===== src/rtl/rsreg_pkg.sv =====
// Shared constants for the set/reset flag bank: conflict-resolution mode codes
// and the helper that applies a mode when set and reset arrive together.
package rsreg_pkg;

   localparam logic [1:0] MODE_HOLD   = 2'd0;
   localparam logic [1:0] MODE_SET    = 2'd1;
   localparam logic [1:0] MODE_RST    = 2'd2;
   localparam logic [1:0] MODE_TOGGLE = 2'd3;

   function automatic logic resolve(input logic [1:0] mode, input logic q);
      logic r;
      r = q;
      case (mode)
         MODE_SET:    r = 1'b1;
         MODE_RST:    r = 1'b0;
         MODE_TOGGLE: r = ~q;
         default:     r = q;
      endcase
      return r;
   endfunction

endpackage


===== src/rtl/rsreg_bank_if.sv =====
// Request/status bundle of the flag bank; the master drives requests,
// the slave (the bank) returns flag state, pulses and conflict status.
interface rsreg_bank_if #(
   parameter int WIDTH = 4,
   parameter int CNT_W = 8
);
   logic             en;
   logic [WIDTH-1:0] set;
   logic [WIDTH-1:0] rst;
   logic             clr_conflict;
   logic [WIDTH-1:0] q;
   logic [WIDTH-1:0] q_rise;
   logic [WIDTH-1:0] q_fall;
   logic [WIDTH-1:0] conflict;
   logic [CNT_W-1:0] conflict_cnt;

   modport master (
      output en, set, rst, clr_conflict,
      input  q, q_rise, q_fall, conflict, conflict_cnt
   );

   modport slave (
      input  en, set, rst, clr_conflict,
      output q, q_rise, q_fall, conflict, conflict_cnt
   );
endinterface


===== src/rtl/rsreg_cell.sv =====
// One flag channel: optional edge detection on the requests, next-state
// resolution, and the registered flag with its rise/fall pulses and sticky conflict.
module rsreg_cell
   import rsreg_pkg::*;
#(
   parameter logic [1:0] MODE      = MODE_HOLD,
   parameter bit         EDGE_TRIG = 1'b0,
   parameter logic       INIT_BIT  = 1'b0
) (
   input  logic clk,
   input  logic reset,
   input  logic en,
   input  logic set,
   input  logic rst,
   input  logic clr_conflict,
   output logic q,
   output logic q_rise,
   output logic q_fall,
   output logic conflict,
   output logic hit
);

   logic set_d;
   logic rst_d;
   logic s;
   logic r;
   logic q_next;

   // Effective requests and the flag value they produce; hit marks a set+reset
   // collision this cycle so the top can count it.
   always_comb begin
      s      = EDGE_TRIG ? (set & ~set_d) : set;
      r      = EDGE_TRIG ? (rst & ~rst_d) : rst;
      hit    = en & s & r;
      q_next = q;
      if (en) begin
         case ({s, r})
            2'b10:   q_next = 1'b1;
            2'b01:   q_next = 1'b0;
            2'b11:   q_next = resolve(MODE, q);
            default: q_next = q;
         endcase
      end
   end

   // Input history tracks the raw pins even while disabled, so an edge seen
   // with en low is consumed and not replayed later.
   always_ff @(posedge clk) begin
      if (reset) begin
         q        <= INIT_BIT;
         q_rise   <= 1'b0;
         q_fall   <= 1'b0;
         conflict <= 1'b0;
         set_d    <= 1'b0;
         rst_d    <= 1'b0;
      end else begin
         set_d    <= set;
         rst_d    <= rst;
         q        <= q_next;
         q_rise   <= ~q & q_next;
         q_fall   <= q & ~q_next;
         conflict <= (conflict & ~clr_conflict) | hit;
      end
   end

endmodule


===== src/rtl/rsreg_bank.sv =====
// Bank of independent set/reset flags with a saturating count of cycles in
// which at least one channel saw a set+reset collision.
module rsreg_bank
   import rsreg_pkg::*;
#(
   parameter int                     WIDTH     = 4,
   parameter int unsigned            MODE      = 0,
   parameter bit                     EDGE_TRIG = 1'b0,
   parameter logic [WIDTH-1:0]       INIT      = '0,
   parameter int                     CNT_W     = 8
) (
   input  logic         clk,
   input  logic         reset,
   rsreg_bank_if.slave  bus
);

   localparam logic [CNT_W-1:0] CNT_MAX = '1;

   if (MODE > 3 || WIDTH < 1 || CNT_W < 1) begin : g_param_check
      $error("rsreg_bank: illegal parameters (MODE<=3, WIDTH>=1, CNT_W>=1)");
   end

   logic [WIDTH-1:0] q_w;
   logic [WIDTH-1:0] rise_w;
   logic [WIDTH-1:0] fall_w;
   logic [WIDTH-1:0] conf_w;
   logic [WIDTH-1:0] hit_w;
   logic [CNT_W-1:0] cnt;
   logic             any_hit;

   for (genvar i = 0; i < WIDTH; i++) begin : g_cell
      rsreg_cell #(
         .MODE      (2'(MODE)),
         .EDGE_TRIG (EDGE_TRIG),
         .INIT_BIT  (INIT[i])
      ) u_cell (
         .clk          (clk),
         .reset        (reset),
         .en           (bus.en),
         .set          (bus.set[i]),
         .rst          (bus.rst[i]),
         .clr_conflict (bus.clr_conflict),
         .q            (q_w[i]),
         .q_rise       (rise_w[i]),
         .q_fall       (fall_w[i]),
         .conflict     (conf_w[i]),
         .hit          (hit_w[i])
      );
   end

   assign any_hit = |hit_w;

   // A fresh collision outranks a clear, so clearing in a colliding cycle leaves 1.
   always_ff @(posedge clk) begin
      if (reset) begin
         cnt <= '0;
      end else if (any_hit) begin
         if (bus.clr_conflict)  cnt <= CNT_W'(1);
         else if (cnt != CNT_MAX) cnt <= cnt + CNT_W'(1);
      end else if (bus.clr_conflict) begin
         cnt <= '0;
      end
   end

   assign bus.q            = q_w;
   assign bus.q_rise       = rise_w;
   assign bus.q_fall       = fall_w;
   assign bus.conflict     = conf_w;
   assign bus.conflict_cnt = cnt;

endmodule


===== src/flat_wrapper.sv =====
// flat-port wrapper written by rule: the top's interface ports become plain ports
module rsreg_bank_flat import rsreg_pkg::*;
#(
   parameter int                     WIDTH     = 4,
   parameter int unsigned            MODE      = 0,
   parameter bit                     EDGE_TRIG = 1'b0,
   parameter logic [WIDTH-1:0]       INIT      = '0,
   parameter int                     CNT_W     = 8
)
  (clk, reset, bus_en, bus_set, bus_rst, bus_clr_conflict, bus_q, bus_q_rise, bus_q_fall, bus_conflict, bus_conflict_cnt);
  rsreg_bank_if #(.WIDTH(WIDTH), .CNT_W(CNT_W)) bus_i ();
  input  logic clk;
  input  logic reset;
  input wire logic [$bits(bus_i.en)-1:0] bus_en;
  input wire logic [$bits(bus_i.set)-1:0] bus_set;
  input wire logic [$bits(bus_i.rst)-1:0] bus_rst;
  input wire logic [$bits(bus_i.clr_conflict)-1:0] bus_clr_conflict;
  output wire logic [$bits(bus_i.q)-1:0] bus_q;
  output wire logic [$bits(bus_i.q_rise)-1:0] bus_q_rise;
  output wire logic [$bits(bus_i.q_fall)-1:0] bus_q_fall;
  output wire logic [$bits(bus_i.conflict)-1:0] bus_conflict;
  output wire logic [$bits(bus_i.conflict_cnt)-1:0] bus_conflict_cnt;
  assign bus_i.en = bus_en;
  assign bus_i.set = bus_set;
  assign bus_i.rst = bus_rst;
  assign bus_i.clr_conflict = bus_clr_conflict;
  assign bus_q = bus_i.q;
  assign bus_q_rise = bus_i.q_rise;
  assign bus_q_fall = bus_i.q_fall;
  assign bus_conflict = bus_i.conflict;
  assign bus_conflict_cnt = bus_i.conflict_cnt;
  rsreg_bank #(.WIDTH(WIDTH), .MODE(MODE), .EDGE_TRIG(EDGE_TRIG), .INIT(INIT), .CNT_W(CNT_W)) u_core (.clk(clk), .reset(reset), .bus(bus_i));
endmodule

===== config.mk =====
export PLATFORM = sky130hd
export DESIGN_NAME = rsreg_bank_flat
export DESIGN_NICKNAME = d
export VERILOG_FILES = /design/src/rtl/rsreg_pkg.sv /design/src/rtl/rsreg_bank_if.sv /design/src/rtl/rsreg_cell.sv /design/src/rtl/rsreg_bank.sv /design/src/flat_wrapper.sv
export SDC_FILE = /design/constraint.sdc
export NUM_CORES = 1
export LEC_CHECK = 0
export ABC_AREA = 0
export CAP_MARGIN = 30
export CORE_MARGIN = 2
export CORE_UTILIZATION = 35
export CTS_BUF_LIST = sky130_fd_sc_hd__clkbuf_8
export DETAILED_ROUTE_END_ITERATION = 10
export PLACE_DENSITY = 0.7
export SLEW_MARGIN = 20
export SYNTH_ARGS = -nofsm -noshare
export SYNTH_HDL_FRONTEND = slang
export SYNTH_SLANG_ARGS = --single-unit

===== constraint.sdc =====
create_clock -name clk -period 2.4 [get_ports clk]
set_clock_uncertainty 0.2 [all_clocks]
set_input_delay 0.36 -clock clk [delete_from_list [all_inputs] [get_ports clk]]
set_output_delay 0.36 -clock clk [all_outputs]
set_load 0.005 [all_outputs]

# Word level (Yosys, flattened, before mapping)

Index checks and enable logic that the tools add are counted.

$add $sub $neg: 1
Equality and inequality tests: 9
Multiplexer cells: 12
Bitwise logic cells: 33
Reduce and logical (&&, ||, !) cells: 4

Operator list:

| cell                  | count |
|---|---|
| $mux W8               | 4 |
| $and A1 B1 Y1         | 20 |
| $not A1 Y1            | 9 |
| $add A8 B1 Y8 const B | 1 |
| $eq A2 B1 Y1 const B  | 4 |
| $eq A2 B2 Y1 const B  | 4 |
| $ne A8 B8 Y1 const B  | 1 |
| $pmux W1 S2           | 4 |
| $mux W1               | 4 |
| $or A1 B1 Y1          | 4 |
| $reduce_bool A2 Y1    | 2 |
| $reduce_or A4 Y1      | 1 |
| $reduce_and A2 Y1     | 1 |

Flip-flop bits (word level): 24
Bits of input ports: 12
Output and inout port bits: 24

# Depth between registers and ports, before layout

Gate-level depths: netlist (run 1).

Depth in word-level cells: 5
Depth in mapped cells: 5
Gate-level depth less buffers: 5

# Modules after synthesis

A second synthesis (run 1) with hierarchy kept.

Cells, all modules: 109
Area, all modules: 1,149.9 µm²

By module, submodules not included:

| module     | times used | cells each | area an instance (µm²) | sequential area each (µm²) |
|---|---|---|---|---|
| rsreg_cell | 4          | 15         | 172.7                  | 80.1 |
| rsreg_bank | 1          | 49         | 459.2                  | 160.2 |

# Least setup slack after synthesis (run 1)

Ideal clock, no wire load.

Kind: register to register
Start point: register u_core.cnt[0] (netlist: u_core.bus.conflict_cnt[0])
End point: register u_core.cnt[0] (netlist: u_core.bus.conflict_cnt[0])
Library setup time: 87 ps
Arrival: 1,331 ps
Data required time: 2,113 ps
Slack: 782 ps
Stages on the path, launching flop included: 6
Buffers on the path: 0
Period minus slack after synthesis: 1,618 ps
Path through: dfxtp_1 -> ha_1 -> nand3_1 -> or2_4 -> a2111o_1 -> o31ai_1

Longest elaborated chain between the ends: 4
Elaborated cells on any way between the ends: 7
Those cells by class: add/sub (1); eq/ne (1); mux (3); reduce/logical (2)

Ends and longest elaborated chain:

| what                     | line             | RTL |
|---|---|---|
| start: declaration       | rsreg_bank.sv:28 | `logic [CNT_W-1:0] cnt;` |
| start signal: assignment | rsreg_bank.sv:59 | `else if (cnt != CNT_MAX) cnt <= cnt + CNT_W'(1);` |
| $add A8 B1 Y8            | rsreg_bank.sv:59 |  |
| $mux W8                  | rsreg_bank.sv:59 |  |
| $mux W8                  | rsreg_bank.sv:58 | `if (bus.clr_conflict) cnt <= CNT_W'(1);` |
| $mux W8                  | rsreg_bank.sv:57 | `end else if (any_hit) begin` |

Several ways; a longest one is shown, not always the timed one. The select of a mux whose other input is x is not followed.
A chain may end at the register's enable or synchronous reset.

# Worst setup path after layout (run 1)

Start point: input bus_set[0]
End point: register u_core.cnt[4] (netlist: u_core.bus.conflict_cnt[4])

Longest elaborated chain between the ends: 5
Elaborated cells on any way between the ends: 6
Those cells by class: mux (1); bitwise (2); reduce/logical (3)

Ends and longest elaborated chain:

| what                                | line               | RTL |
|---|---|---|
| start: declaration                  | flat_wrapper.sv:15 | `input wire logic [$bits(bus_i.set)-1:0] bus_set;` |
| $and A1 B1 Y1 (*) (2 in a row)      | rsreg_cell.sv:34   | `hit = en & s & r;` |
| $reduce_or A4 Y1 (*)                | rsreg_bank.sv:51   | `assign any_hit = \|hit_w;` |
| $reduce_bool A2 Y1 (no source line) | --                 |  |
| $reduce_and A2 Y1 (no source line)  | --                 |  |

Mark *: on every way between the ends. The rest lies on a longest branch, timed or not.

==> metrics, run 1 <==
post-synthesis net count 142; setup TNS 0 ns; remaining max-slew budget at the tightest pin a little under three quarters; CTS HTree Levels 1; total of warnings raised by yosys 0; kind of critical path input pin to register; number of nets with antenna violations after routing 0; standby leakage power 0.5621 nW; run status completed; Vias per Instance 5.021; number of enable-type register cells in the synthesized netlist 0; met1 track demand over resource in global routing approximately 17%; flip-flop and latch count after synthesis 24; proportion of synthesized flip-flops having asynchronous set or reset 0%; Finish-stage setup viols 0; hold-fix buffer count after cts 0; syn_area_per_cell slightly above 9 µm²; Layout area overhead 30.89%; Switching Power 0.0001784 W; Core Footprint 3103 µm²; Slew Viols, Final 0; Worst Setup Start Kind input pin; max_cap viols 0; number of iterations in the first detailed-routing pass 4; total I/O pin count 36; global-route met2 utilization 22.41%; minimum clock period after layout 1.840 ns; clock insertion delay at the later pin of the skew report 0.26 ns; category of the worst setup path capture point register; post-detailed-route DRC marker count 0; Highest Clock Rate 543.6 MHz; pin count of the biggest net entering global routing 15; Area contributors post-synth sky130_fd_sc_hd__dfxtp_1, sky130_fd_sc_hd__buf_4, sky130_fd_sc_hd__ha_1; GR met3 Demand/Resource 1.261%; Setup Buffers After CTS 0; number of antenna violations at the first check in global routing 0; via count of the first global-routing pass 911; number of DRC violations after detailed-routing iteration 0 19; post-cts resize count 0; Antenna Cells 0; post-DR wirelength/cell 12.33 µm; Final Hold Vio Count 0; total number of placement rows 20; total power density per cell area between 500 and 600 nW/µm²; largest vdd supply drop 0.2219 mV; mapped cell area 1162 µm²; via count about 960; unrepaired setup endpoints after global routing false; design internal power ~0.00069 W; overall die area 3798 µm²; wire length of the first global-routing pass 3870 µm; die height around 62 µm; clock root cell sky130_fd_sc_hd__clkbuf_8; placer's final routability congestion estimate 0.8734; clock group share of total power between 40% and 50%; fraction of the core area covered by cells at the end of the flow 49.03%; quantity of I/O buffers inserted on ports 35; main flop type after synthesis sky130_fd_sc_hd__dfxtp_1; net switching fraction of the power 20.65%; number of buffers created by CTS 3; library cell occupying the most area in the post-synthesis netlist sky130_fd_sc_hd__dfxtp_1; library cells used by synthesis 33; Reg power frac a little under half; starting utilization of the core area 37.46%; detailed-route wire length 2355 µm; remaining global-route overflow 0; Crit path required time 2.40 ns; share of power burned in combinational logic between 10% and 20%; area share of the largest cell type after synthesis approximately two fifths; Post-Syn Instances 125; min-delay worst type register to register; data arrival time of the worst path 1.84 ns; Final #Nets 165; period utilization 76.65%; Design Power 0.0008640 W; die span in x 61.63 µm; sequential share of the synthesized area around two fifths; post-detail-place hpwl 1847 µm; share of final-layout standard cells stronger than drive strength 1 9.524%; maximum number of buffers from clock root to sink 2; clock sinks 24; Max Fanout on Critical Path 10; actual slew at the worst max-slew pin around 0.43 ns; TritonCTS clock tree done; GRT Max-Usage Layer met2; clk slew on worst S/H paths 0.08 ns; total routing usage reported by global routing 13.61%
==> state kept, by name, indices dropped and copies added (netlist names) <==
signal / count
u_core.g_cell.u_cell.q_rise: 4
u_core.g_cell.u_cell.q: 4
u_core.bus.conflict_cnt: 8
u_core.g_cell.u_cell.conflict: 4
u_core.g_cell.u_cell.q_fall: 4
==> area by class of cell <==
class / count / area, µm²
Inverter: 7 / 26.28
Clock inverter: 1 / 30.03
Sequential cell: 24 / 480.5
Tap cell: 44 / 55.05
Fill cell: 305 / 1582
Timing Repair Buffer: 37 / 365.4
Multi-Input combinational cell: 75 / 523.0
Clock buffer: 3 / 41.29
==> per-stage QoR <==
stage | worst slack (ns) | cells | hold slack, ns | instance area [µm²]
floorplan | 0.7819 | 125 | 0.2351 | 1162
global placement | 0.3061 | 187 | 0.2575 | 1450
detailed placement | 0.2681 | 187 | 0.2639 | 1450
CTS | 0.5571 | 191 | 0.2766 | 1521
global route | 0.4781 | 191 | 0.2988 | 1521
finish | 0.5605 | 191 | 0.2713 | 1521
==> per-layer routing <==
layer	vias up	wire [µm]
li1	488	-
met1	444	1078
met2	23	1164
met3	4	72
met4	0	40
met5	-	0
==> kinds of logic (layout without fill, tap and decap cells) <==
family	after synthesis	in the layout	synth area share [%]
DFF	24	24	41.33
muxes	4	4	3.445
and+or+nand+nor	42	42	21.10
buffers and inverters	26	48	13.67
adders and majority gates	5	5	5.382
AOI/OAI and AO/OA	24	24	15.07
==> final timing paths <==
path / start / end / slack [ns] / depth (start not counted)
worst max-delay path: bus_set[0] / u_core.bus.conflict_cnt[4] / 0.56 / 5
worst min register to register: u_core.g_cell[1].u_cell.q / u_core.g_cell[1].u_cell.q_rise / 0.27 / 1
worst min-delay path: u_core.g_cell[1].u_cell.q / u_core.g_cell[1].u_cell.q_rise / 0.27 / 1
worst max register to register: u_core.bus.conflict_cnt[0] / u_core.bus.conflict_cnt[0] / 0.69 / 5
==> power by group through the flow <==
| stage | clock network (W) | logic (W) | registers [W] |
|---|---|---|---|
| 5_1_grt | 0.000380 | 0.000111 | 0.000415 |
| 4_1_cts | 0.000362 | 0.000101 | 0.000414 |
| 6_report | 0.000350 | 0.000100 | 0.000414 |
| 3_3_place_gp | 0 | 0.0000984 | 0.000423 |
| 3_5_place_dp | 0 | 0.0000997 | 0.000423 |
| 2_1_floorplan | 0 | 0.0000571 | 0.000422 |
==> Yosys cell counts (3+ instances only) <==
cell / count
sky130_fd_sc_hd__a32oi_1: 4
sky130_fd_sc_hd__buf_4: 16
sky130_fd_sc_hd__dfxtp_1: 24
sky130_fd_sc_hd__inv_1: 7
sky130_fd_sc_hd__a21oi_1: 7
sky130_fd_sc_hd__o31ai_1: 4
sky130_fd_sc_hd__nand2b_1: 5
sky130_fd_sc_hd__ha_1: 5
sky130_fd_sc_hd__nor2_1: 11
sky130_fd_sc_hd__nor4b_1: 4
sky130_fd_sc_hd__nand2_1: 3
sky130_fd_sc_hd__mux2i_1: 4
sky130_fd_sc_hd__nand3_1: 3
sky130_fd_sc_hd__nor3_1: 6
==> worst max-delay path, stage by stage <==
cell and delay, ns:
sky130_fd_sc_hd__clkdlybuf4s50_1 0.52, sky130_fd_sc_hd__a22o_2 0.18, sky130_fd_sc_hd__o21ai_2 0.13, sky130_fd_sc_hd__or4_1 0.51, sky130_fd_sc_hd__a21oi_1 0.14
==> cells in the final DEF (no fill, tap or decap), types with 2 or more instances in the layout <==
cell type	netlist	final
sky130_fd_sc_hd__a22o_2	2	2
sky130_fd_sc_hd__or4_1	2	2
sky130_fd_sc_hd__ha_1	5	5
sky130_fd_sc_hd__nor4b_1	4	4
sky130_fd_sc_hd__nand3_1	3	3
sky130_fd_sc_hd__nand2b_1	5	5
sky130_fd_sc_hd__nand2_1	3	3
sky130_fd_sc_hd__mux2i_1	4	4
sky130_fd_sc_hd__a32oi_1	4	4
sky130_fd_sc_hd__buf_4	16	2
sky130_fd_sc_hd__dfxtp_1	24	24
sky130_fd_sc_hd__clkdlybuf4s50_1	0	35
sky130_fd_sc_hd__o31ai_1	4	4
sky130_fd_sc_hd__nor2_1	11	11
sky130_fd_sc_hd__nor3_1	6	6
sky130_fd_sc_hd__a21oi_1	7	7
sky130_fd_sc_hd__clkbuf_8	0	3
sky130_fd_sc_hd__inv_1	7	7
Note: power is estimated with default switching activity, not from simulation.
==> run 2: changes to the inputs <==
--- a/config.mk
+++ b/config.mk
@@ -11,7 +11,7 @@
 export CORE_UTILIZATION = 35
 export CTS_BUF_LIST = sky130_fd_sc_hd__clkbuf_8
 export DETAILED_ROUTE_END_ITERATION = 10
-export PLACE_DENSITY = 0.7
+export PLACE_DENSITY = 0.72
 export SLEW_MARGIN = 20
 export SYNTH_ARGS = -nofsm -noshare
 export SYNTH_HDL_FRONTEND = slang
==> constraint.sdc (replaced) <==
create_clock -name clk -period 1.6 [get_ports clk]
set_clock_uncertainty 0.2 [all_clocks]
set_input_delay 0.24 -clock clk [delete_from_list [all_inputs] [get_ports clk]]
set_output_delay 0.24 -clock clk [all_outputs]
set_load 0.005 [all_outputs]
==> metrics, run 2 (synthesis results as in run 1) <==
placer's final routability congestion estimate approximately 0.85; most common cell after layout, fill and taps aside sky130_fd_sc_hd__buf_4; clk slew on worst S/H paths roughly 0.090 ns; CTS HTree Levels 1; via count of the first global-routing pass 1,017; share of final-layout standard cells stronger than drive strength 1 34.73%; number of DRC violations after detailed-routing iteration 0 26; TritonCTS clock tree done; clock sinks 24; standby leakage power roughly 0.80 nW; Layout area overhead 51.78%; Highest Clock Rate 629.3 MHz; Post-Place Setup Slack -0.3548 ns; non-filler instance count after layout 211; total power density per cell area 749.6 nW/µm²; detailed-route wire length 2986 µm; die height ~62 µm; clock group share of total power 40.0%; number of placed instances, taps included roughly 200; number of buffers created by CTS 3; max_cap viols 0; Switching Power 0.0002824 W; number of flip-flops in the largest register 8; Core Footprint 3103 µm²; Antenna Cells 0; starting utilization of the core area between 30% and 40%; number of antenna violations at the first check in global routing 0; hold-fix buffer count after cts 0; overall die area around 3800 µm²; wire length of the first global-routing pass approximately 4500 µm; largest vdd supply drop 0.3597 mV; remaining max-slew budget at the tightest pin 79.02%; minimum clock period after layout 1.589 ns; launching element of the worst setup path u_core.bus.conflict_cnt[0]; fraction of the core area covered by cells at the end of the flow between 50% and 60%; total I/O pin count 36; fill count 286; Final #Nets 185; Worst Setup Start Kind register; actual slew at the worst max-slew pin 0.3120 ns; hold path startpoint bus_set[0]; clock root cell sky130_fd_sc_hd__clkbuf_8; run status completed; final-layout worst hold slack 0.2014 ns; total number of placement rows 20; post-DR wirelength/cell 14.15 µm; most frequent cells in the layout sky130_fd_sc_hd__buf_4, sky130_fd_sc_hd__clkdlybuf4s50_1, sky130_fd_sc_hd__dlygate4sd2_1; net switching fraction of the power between 20% and 30%; period utilization around 100%; Crit path required time between 1.5 and 2 ns; design internal power 0.001040 W; Slew Viols, Final 0; post-detail-place hpwl 2089 µm; number of iterations in the first detailed-routing pass 4; remaining global-route overflow 0; fin area 1764 µm²; Reg2Reg Launch Point u_core.bus.conflict_cnt[0]; Max Fanout on Critical Path 4; clock insertion delay at the later pin of the skew report 0.26 ns; die span in x 61.63 µm; Reg power frac 46.8%; total routing usage reported by global routing about 16%; number of nets with antenna violations after routing 0; Final Hold Vio Count 0; share of power burned in combinational logic 13.2%; Vias per Instance ~5.0; data arrival time of the worst path about 1.6 ns; total placed instance area 1590 µm²; via count 1,053; pin count of the biggest net entering global routing 15; min-delay worst type input pin to register; maximum number of buffers from clock root to sink 2; category of the worst setup path capture point register; Finish-stage setup viols 0; kind of critical path register to register; unrepaired setup endpoints after global routing true; post-detailed-route DRC marker count 0; setup slack after layout around 0.011 ns; quantity of I/O buffers inserted on ports 35
run 2: cell types whose count changed in the layout (fill, tap and decap cells not counted), moves of 5 or more:
| cell | previous run | this run |
|---|---|---|
| sky130_fd_sc_hd__dfxtp_1 | 24 | 11 |
| sky130_fd_sc_hd__dlymetal6s2s_1 | 0 | 5 |
| sky130_fd_sc_hd__buf_4 | 2 | 21 |
| sky130_fd_sc_hd__dfxtp_2 | 0 | 11 |
| sky130_fd_sc_hd__dlygate4sd2_1 | 0 | 13 |
| sky130_fd_sc_hd__clkdlybuf4s50_1 | 35 | 17 |
run 2: layer usage:
layer / routed length (µm) / GRT usage, % / vias to the layer above
li1: - / - / 520
met1: 1304 / 20.13 / 502
met2: 1513 / 25.26 / 25
met3: 106 / 2.101 / 6
met4: 61 / 9.119 / 0
met5: 0 / 0 / -
run 2: worst paths after layout:
path	end	slack, ns	cells after the start
max	u_core.bus.conflict_cnt[0]	0.01	5
min	u_core.g_cell[0].u_cell.conflict	0.20	4
max reg2reg	u_core.bus.conflict_cnt[0]	0.01	5
min reg2reg	u_core.g_cell[1].u_cell.q_rise	0.24	1
run 2: repair_timing:
| action | 4_1_cts | 5_1_grt |
|---|---|---|
| pin swaps | 3 | 7 |
| gates resized for setup | 26 | 17 |
| setup endpoints to repair | 19 | 15 |
| buffers inserted | 1 | 1 |
| endpoints found under the hold margin | 0 | 0 |
run 2: cell type report:
| class | instances | area, µm² | area share [%] |
|---|---|---|---|
| clock buffers | 3 | 41.29 | 2.340 |
| inverters | 7 | 26.28 | 1.489 |
| clock inverters | 1 | 30.03 | 1.702 |
| repair buffers | 57 | 524.3 | 29.72 |
| well taps | 44 | 55.05 | 3.121 |
| flip-flops and latches | 24 | 501.7 | 28.44 |
| multi-input cells | 75 | 585.6 | 33.19 |
run 2: power by group through the flow:
stage	registers [W]	clock network, W	logic [W]
finish	0.000618	0.000529	0.000175
detailed placement	0.000634	0	0.000175
CTS	0.000621	0.000534	0.000172
global placement	0.000633	0	0.000172
floorplan	0.000633	0	0.0000858
global route	0.000620	0.000567	0.000193
run 2: stage by stage:
step           setup TNS [ns]  total power (W)
6_report                    0         0.001322
3_3_place_gp           -4.097        0.0008052
5_1_grt              -0.07776         0.001380
2_1_floorplan               0        0.0007188
4_1_cts                     0         0.001328
3_5_place_dp           -4.758        0.0008090
run 2: worst max-delay path, cell delays in order (launching register included):
cell and delay (ns):
sky130_fd_sc_hd__dfxtp_2 0.36, sky130_fd_sc_hd__ha_4 0.16, sky130_fd_sc_hd__nand3_4 0.07, sky130_fd_sc_hd__or2_4 0.26, sky130_fd_sc_hd__a2111o_1 0.38, sky130_fd_sc_hd__o31ai_2 0.07
==> run 3: changes to the inputs <==
--- a/config.mk
+++ b/config.mk
@@ -8,10 +8,10 @@
 export ABC_AREA = 0
 export CAP_MARGIN = 30
 export CORE_MARGIN = 2
-export CORE_UTILIZATION = 35
+export CORE_UTILIZATION = 43
 export CTS_BUF_LIST = sky130_fd_sc_hd__clkbuf_8
 export DETAILED_ROUTE_END_ITERATION = 10
-export PLACE_DENSITY = 0.72
+export PLACE_DENSITY = 0.85
 export SLEW_MARGIN = 20
 export SYNTH_ARGS = -nofsm -noshare
 export SYNTH_HDL_FRONTEND = slang
==> metrics, run 3 (synthesis results as in run 1) <==
design internal power 0.0009339 W; minimum clock period after layout 1.572 ns; clock root cell sky130_fd_sc_hd__clkbuf_8; TritonCTS clock tree done; detailed-route wire length 2937 µm; via count of the first global-routing pass 1,064; fin area 1744 µm²; standby leakage power 0.8048 nW; total routing usage reported by global routing between 15 and 20%; number of antenna violations at the first check in global routing 0; Final Hold Vio Count 0; hold path startpoint bus_set[0]; min-delay worst type input pin to register; remaining global-route overflow 0; share of power burned in combinational logic between 10% and 20%; Switching Power roughly 0.00028 W; total number of placement rows 18; most common cell after layout, fill and taps aside sky130_fd_sc_hd__buf_4; kind of critical path register to register; die span in x between 50 and 60 µm; Vias per Instance around 5.3; number of buffers created by CTS 3; number of flip-flops in the largest register 8; actual slew at the worst max-slew pin 0.3313 ns; Layout area overhead 50.05%; Reg2Reg Launch Point u_core.bus.conflict_cnt[1]; Final #Nets 185; max_cap viols 0; clk slew on worst S/H paths 0.08 ns; number of iterations in the first detailed-routing pass 4; Antenna Cells 0; Reg power frac 51.0%; total placed instance area ~1500 µm²; run status completed; clock insertion delay at the later pin of the skew report 0.27 ns; total power density per cell area 696.7 nW/µm²; cell depth of the worst flop-to-flop path 5; launching element of the worst setup path u_core.bus.conflict_cnt[1]; period utilization 98.26%; maximum number of buffers from clock root to sink 2; Worst Setup Start Kind register; starting utilization of the core area 46.08%; CTS HTree Levels 1; unrepaired setup endpoints after global routing true; Design Power between 0.001 and 0.0015 W; hold-fix buffer count after cts 0; Crit path required time 1.60 ns; post-DR wirelength/cell about 15 µm; number of DRC violations after detailed-routing iteration 0 15; Core Footprint 2522 µm²; Slew Viols, Final 0; category of the worst setup path capture point register; clock group share of total power 33.6%; placer's final routability congestion estimate 0.7780; wire length of the first global-routing pass 4836 µm; final-layout worst hold slack 0.2264 ns; net switching fraction of the power 23.14%; post-detailed-route DRC marker count 0; clock sinks 24; Max Fanout on Critical Path 3; total I/O pin count 36; number of nets with antenna violations after routing 0; post-detail-place hpwl between 1500 and 2000 µm; via count 1,045; Finish-stage setup viols 0; Highest Clock Rate about 640 MHz; largest vdd supply drop about 0.62 mV; share of final-layout standard cells stronger than drive strength 1 34.13%; quantity of I/O buffers inserted on ports 35; most frequent cells in the layout sky130_fd_sc_hd__buf_4, sky130_fd_sc_hd__clkdlybuf4s50_1, sky130_fd_sc_hd__dlygate4sd2_1; data arrival time of the worst path roughly 1.6 ns; remaining max-slew budget at the tightest pin between 70% and 80%; worst-case register-to-register setup slack 0.03 ns; die height about 56 µm; overall die area 3135 µm²; Worst Hold Path Cells 4; pin count of the biggest net entering global routing 14
## run 3: changes by cell type in the layout (fill, tap and decap cells not counted), sizes merged
cell	delta
bufinv	-1
dlymetal6s2s	+1
clkdlybuf4s50	-1
clkbuf	+1
## run 3: worst max-delay path: stages (launching register included)
cell	delay, ns
sky130_fd_sc_hd__dfxtp_2	0.35
sky130_fd_sc_hd__ha_4	0.16
sky130_fd_sc_hd__and2_4	0.16
sky130_fd_sc_hd__nand2_2	0.06
sky130_fd_sc_hd__or4_4	0.42
sky130_fd_sc_hd__a21oi_2	0.15
## run 3: final timing paths
kind	end
min reg2reg	u_core.g_cell[3].u_cell.q_rise
max	u_core.bus.conflict_cnt[4]
min	u_core.g_cell[0].u_cell.conflict
max reg2reg	u_core.bus.conflict_cnt[4]
## run 3: area by class of cell
| class | count | area (µm²) |
|---|---|---|
| clock buffer | 4 | 55.05 |
| tap | 30 | 37.54 |
| fill | 223 | 778.2 |
| timing repair buffer | 57 | 514.2 |
| sequential | 24 | 499.2 |
| inverter | 7 | 26.28 |
| multi-input combinational | 75 | 611.8 |
## run 3: stage by stage
step           setup TNS [ns]  setup WS (ns)  util (%)  instances
6_report                    0        0.02777     69.15        197
3_5_place_dp           -4.755        -0.3970     61.16        187
3_3_place_gp           -4.100        -0.3290     61.16        187
5_1_grt              -0.02419       -0.01827     69.15        197
4_1_cts              -0.08336       -0.04236     65.23        193
2_1_floorplan               0       0.009644         -        125
## run 3: power by group through the flow
stage	Combinational, W	Sequential [W]	Clock, W
final	0.000188	0.000619	0.000408
after global routing	0.000206	0.000621	0.000449
after global placement	0.000166	0.000633	0
after detailed placement	0.000171	0.000633	0
after floorplan	0.0000858	0.000633	0
after CTS	0.000179	0.000620	0.000418
## run 3: routing by layer
| metal | routed length (µm) | vias to the layer above | global-route usage [%] |
|---|---|---|---|
| li1 | - | 518 | - |
| met1 | 1155 | 486 | 21.65 |
| met2 | 1539 | 33 | 35.97 |
| met3 | 182 | 8 | 4.419 |
| met4 | 59 | 0 | 8.503 |
| met5 | 0 | - | 0 |
## run 3: what timing repair did
action	4_1_cts	5_1_grt
resized for setup	28	18
pin swaps	6	6
setup endpoints to repair	20	19
buffers inserted	2	4
